## src/rtl/riscv_pc_gen.sv

```systemverilog
// Program-counter generator for a simple RISC-V fetch front end.
// Handles boot sequencing, sequential/branch/jalr redirects, traps, mret and halt.
module riscv_pc_gen #(
   parameter int unsigned          XLEN      = 32,
   parameter logic [XLEN-1:0]      RESET_VEC = '0,
   parameter logic [XLEN-1:0]      TRAP_VEC  = XLEN'('h100)
) (
   input  logic            clk,
   input  logic            reset,
   input  logic            advance,
   input  logic [1:0]      pc_src,
   input  logic [XLEN-1:0] imm_ext,
   input  logic [XLEN-1:0] rs1_val,
   input  logic            trap_req,
   input  logic            mret,
   input  logic            halt_req,
   input  logic            resume,
   output logic [XLEN-1:0] pc,
   output logic [XLEN-1:0] pc_plus4,
   output logic            pc_valid,
   output logic [XLEN-1:0] epc,
   output logic            misalign_exc,
   output logic [1:0]      state
);

   typedef enum logic [1:0] {
      BOOT = 2'b00,
      RUN  = 2'b01,
      HALT = 2'b10
   } state_t;

   localparam logic [1:0] SRC_BRANCH = 2'b01;
   localparam logic [1:0] SRC_JALR   = 2'b10;

   state_t          st, st_nxt;
   logic [XLEN-1:0] pc_nxt, epc_nxt;
   logic            mis_nxt;
   logic [XLEN-1:0] target;
   logic [XLEN-1:0] jalr_sum;

   assign pc_plus4 = pc + XLEN'(4);
   assign jalr_sum = rs1_val + imm_ext;

   // Target select; pc_src 11 falls through to sequential.
   always_comb begin
      target = pc_plus4;
      case (pc_src)
         SRC_BRANCH: target = pc + imm_ext;
         SRC_JALR:   target = {jalr_sum[XLEN-1:1], 1'b0};
         default:    target = pc_plus4;
      endcase
   end

   always_comb begin
      st_nxt  = st;
      pc_nxt  = pc;
      epc_nxt = epc;
      mis_nxt = 1'b0;
      case (st)
         BOOT: st_nxt = RUN;
         RUN: begin
            if (trap_req) begin
               epc_nxt = pc;
               pc_nxt  = TRAP_VEC;
            end else if (mret) begin
               pc_nxt = epc;
            end else if (halt_req) begin
               st_nxt = HALT;
            end else if (advance) begin
               // A misaligned target is never loaded; it becomes a trap instead.
               if (target[1:0] != 2'b00) begin
                  epc_nxt = pc;
                  pc_nxt  = TRAP_VEC;
                  mis_nxt = 1'b1;
               end else begin
                  pc_nxt = target;
               end
            end
         end
         HALT: begin
            if (trap_req) begin
               epc_nxt = pc;
               pc_nxt  = TRAP_VEC;
               st_nxt  = RUN;
            end else if (resume) begin
               st_nxt = RUN;
            end
         end
         default: st_nxt = BOOT;
      endcase
   end

   always_ff @(posedge clk) begin
      if (reset) begin
         st           <= BOOT;
         pc           <= RESET_VEC;
         epc          <= '0;
         misalign_exc <= 1'b0;
      end else begin
         st           <= st_nxt;
         pc           <= pc_nxt;
         epc          <= epc_nxt;
         misalign_exc <= mis_nxt;
      end
   end

   assign pc_valid = (st == RUN);
   assign state    = st;

endmodule

```

## config.mk

```make
export PLATFORM = sky130hd
export DESIGN_NAME = riscv_pc_gen
export DESIGN_NICKNAME = d
export VERILOG_FILES = /design/src/rtl/riscv_pc_gen.sv
export SDC_FILE = /design/constraint.sdc
export NUM_CORES = 1
export LEC_CHECK = 0
export ABC_AREA = 0
export BUFFER_PORTS_ARGS = -buffer_cell sky130_fd_sc_hd__buf_2
export CORE_MARGIN = 2
export CORE_UTILIZATION = 29
export CTS_BUF_LIST = sky130_fd_sc_hd__clkbuf_4 sky130_fd_sc_hd__clkbuf_8 sky130_fd_sc_hd__clkbuf_16
export CTS_CLUSTER_SIZE = 20
export DETAILED_ROUTE_END_ITERATION = 8
export SLEW_MARGIN = 30
export SYNTH_ARGS = -nofsm -noshare
export SYNTH_HDL_FRONTEND = slang
export SYNTH_SLANG_ARGS = --single-unit
```

## constraint.sdc

```tcl
create_clock -name clk -period 3.7 [get_ports clk]
set_input_delay 0.37 -clock clk [delete_from_list [all_inputs] [get_ports clk]]
set_output_delay 0.37 -clock clk [all_outputs]
set_load 0.05 [all_outputs]
```

==> flow_metrics.py <==
metrics = {
    "floorplanning": {
        "fp-row-count": 56,
        "start_util_pct": 29.6,
        "io_pins": 173,
        "core_area_mm2": 0.0235,
        "dieWidth_um": 159,
        "die_y_um": 159,
        "dieArea_mm2": 0.0252,
    },
    "power": {
        "clkPwrFrac_pct": 37.1,
        "switching_power_mw": 0.833,
        "seqPwrFrac_pct": 31.5,
        "powerDensity_mw_per_mm2": 278,
        "pwr-share-comb_pct": 31.4,
        "p_leak_nw": 3.91,
        "p_int_mw": 1.53,
        "report.power.total_mw": 2.37,
        "max-vdd-ir-drop_mv": 0.198,
        "p_sw_share_pct": 35.2,
    },
    "timing": {
        "hold_viol": 0,
        "rsz0062_at_grt": "no",
        "tns_ps": 0,
        "slew_headroom_pct": 50.3,
        "drv_slew": 0,
        "tightest_slew_ps": 738,
        "fmax_mhz": 300,
        "setup_viol": 0,
        "fin_crit_sh_pct": 90.1,
        "finalClockSkew_ps": 10.6,
        "fin_crit_ps": 3330,
    },
    "synth": {
        "netlist_instances": 905,
        "synthesis.area_mm2": 0.00695,
        "syn-num-nets": 1044,
        "ys_seq_area_share_pct": 19.3,
        "ys_seq_elements": 67,
        "synth-edff-count": 0,
        "synth_top_flop_cell": "dfxtp_1",
        "yosys_warnings": 0,
        "syn-mean-instance-area_um2": 7.68,
        "async_flop_share_pct": 0,
        "yosysUniqueCellTypes": 75,
    },
    "setup_path": {
        "critPathSlowestCell": "or3_1",
        "r2r.worst_path.cells": 12,
        "path_buf_inv": 1,
        "required_ps": 3330,
        "cp_max_fo": 9,
        "critPathTopFamily": "simple AND/OR/NAND/NOR gates",
        "end_kind": "output port",
        "start_kind": "flip-flop",
        "max_stage_delay_ps": 580,
        "reg2reg_to": "pc[30]$_SDFFE_PP0P_",
        "critical_path_class": "reg2out",
        "r2r_slack_ps": 400,
        "path_cells": "and4_4 > nand4_4 > or3_1 > nor2_2 > and3_1 > xor2_1 > buf_2",
        "worstPathArrival_ps": 2960,
        "r2r_start": "pc[0]$_SDFFE_PP0P_",
    },
    "final_layout": {
        "nFillCells": 2518,
        "area_growth_pct": 22.5,
        "multiInputGateArea_mm2": 0.00534,
        "register_area_mm2": 0.00134,
        "n_antenna_cell": 0,
        "most-common-layout-cells": "buf_2 (172), nor2_1 (102), a21oi_1 (76)",
        "utilization_pct": 36.3,
        "mostFrequentLayoutCell": "buf_2",
        "drive_gt1_share_pct": 21.4,
        "fin_nets": 1211,
    },
    "placement": {
        "detailed_place_hpwl_mm": 21.2,
        "place_congestion": 0.913,
        "port_buffers": 172,
    },
    "grt": {
        "antenna_found_initial": 0,
        "overflow": 0,
        "grt_pass1_wl_mm": 40.3,
        "grt_max_degree": 33,
        "grt_pass1_vias": 7044,
        "groute.usage.overall_pct": 20.1,
    },
    "routing": {
        "drtPass1Iterations": 5,
        "routed_wl_mm": 26.3,
        "num_vias": 7511,
        "ant_nets": 0,
        "viasPerCell": 5.38,
        "avgRoutedWirePerCell_um": 18.9,
        "drc": 0,
        "dr.first_iter.drc_count": 751,
    },
    "clock_network": {
        "numCtsBuffers": 9,
        "post_cts_buffers": 0,
        "postCtsResizedCells": 0,
        "cts_tree": "built",
        "cts.sink_count": 67,
        "htreeDepth": 3,
        "clock_path_buffers": 2,
        "clk_pin_slew_worst_paths_ps": 60,
        "cts-root-buf": "clkbuf_16",
        "clkLatencyLatePin_ps": 340,
        "cts_hold_buf": 0,
    },
    "min_path": {
        "hold_depth": 3,
        "min_to": "state[1]$_SDFFE_PP0P_",
        "hp-start": "halt_req",
        "hp-class": "in2reg",
    },
    "run": {
        "cap_violations": 0,
    },
    "status": {
        "outcome": "finished clean",
    },
}
==> layout make-up <==
class	instances	share of cell area, %
multi-input cells	772	62.7
flip-flops and latches	67	15.7
inverters	27	1.19
clock buffers	9	2.64
clock inverters	7	0.911
repair buffers	195	12.1
well taps	319	4.68
==> cell families (layout without fill, tap and decap cells) <==
logic type,after synthesis,after routing,synth area share [%]
AO/OA/AOI/OAI,308,308,29.7
XOR/XNOR,71,71,9.05
adder cells (fa/ha/maj),66,66,12.1
buffers and inverters,66,238,4.00
flip-flops,67,67,19.3
multiplexers,39,39,5.67
AND/OR/NAND/NOR,288,288,20.2
==> stage by stage <==
step           instances  hold slack (ps)  area, um2  setup WS [ps]
2_1_floorplan        905              520       6950            315
3_3_place_gp        1380              497       8220            525
3_5_place_dp        1380              511       8220            415
4_1_cts             1396              296       8520            376
5_1_grt             1396              333       8520            165
6_report            1396              302       8520            365
==> cells in the mapped netlist, types with 10 or more instances <==
library cell	instances	area (um2)
a21o_1	24	180
a21oi_1	76	380
a222oi_1	10	100
a22oi_1	17	128
a31oi_1	15	93.8
and3_1	12	75.1
clkbuf_1	27	101
dfxtp_1	67	1340
ha_1	64	801
inv_1	27	101
mux2i_1	36	360
nand2_1	66	248
nand3_1	23	115
nand4_1	17	106
nor2_1	102	383
nor2b_1	15	93.8
nor3_1	10	50.1
o21a_1	15	113
o21ai_0	58	290
o21bai_1	12	90.1
xnor2_1	43	377
xor2_1	27	236
==> layer usage <==
metal	global-route usage (%)	up-vias	part of all wire, %
li1	-	3731	-
met1	29.6	3508	49
met2	30.5	253	43
met3	2.82	19	6.4
met4	4.84	0	1.3
met5	0	-	0
==> registers in the layout, indices dropped and copies added (netlist names) <==
register and count:
epc 32, state 2, pc 32, misalign_exc 1
==> worst max-delay path by stage <==
stage	startpoint	to	slack, ps	depth (start not counted)
5_1_grt	pc[0]$_SDFFE_PP0P_	pc[30]$_SDFFE_PP0P_	160	12
3_3_place_gp	imm_ext[0]	pc[30]$_SDFFE_PP0P_	520	13
2_1_floorplan	pc[2]$_SDFFE_PP0P_	pc_plus4[26]	310	7
4_1_cts	pc[3]$_SDFFE_PP0P_	pc_plus4[26]	380	9
3_5_place_dp	pc[0]$_SDFFE_PP0P_	pc[30]$_SDFFE_PP0P_	410	12
6_report	pc[4]$_SDFFE_PP0P_	pc_plus4[25]	370	7
==> power groups by stage <==
stage	clock [mW]	combinational, mW	sequential [mW]
after floorplan	0	0.479	0.782
after detailed placement	0	0.731	0.760
after global placement	0	0.732	0.761
final	0.877	0.744	0.745
after global routing	0.925	0.809	0.746
after CTS	0.896	0.735	0.744
==> worst register-to-register path: cells and delay by family, from the launching register on <==
family,cells,cell delay [ps]
DFF,1,450
adders and majority gates,2,650
buffers and inverters,1,60
and+or+nand+nor,1,200
AOI/OAI and AO/OA,7,1660
xor gates and xnor gates,1,160
(Power assumes the default switching activity.)
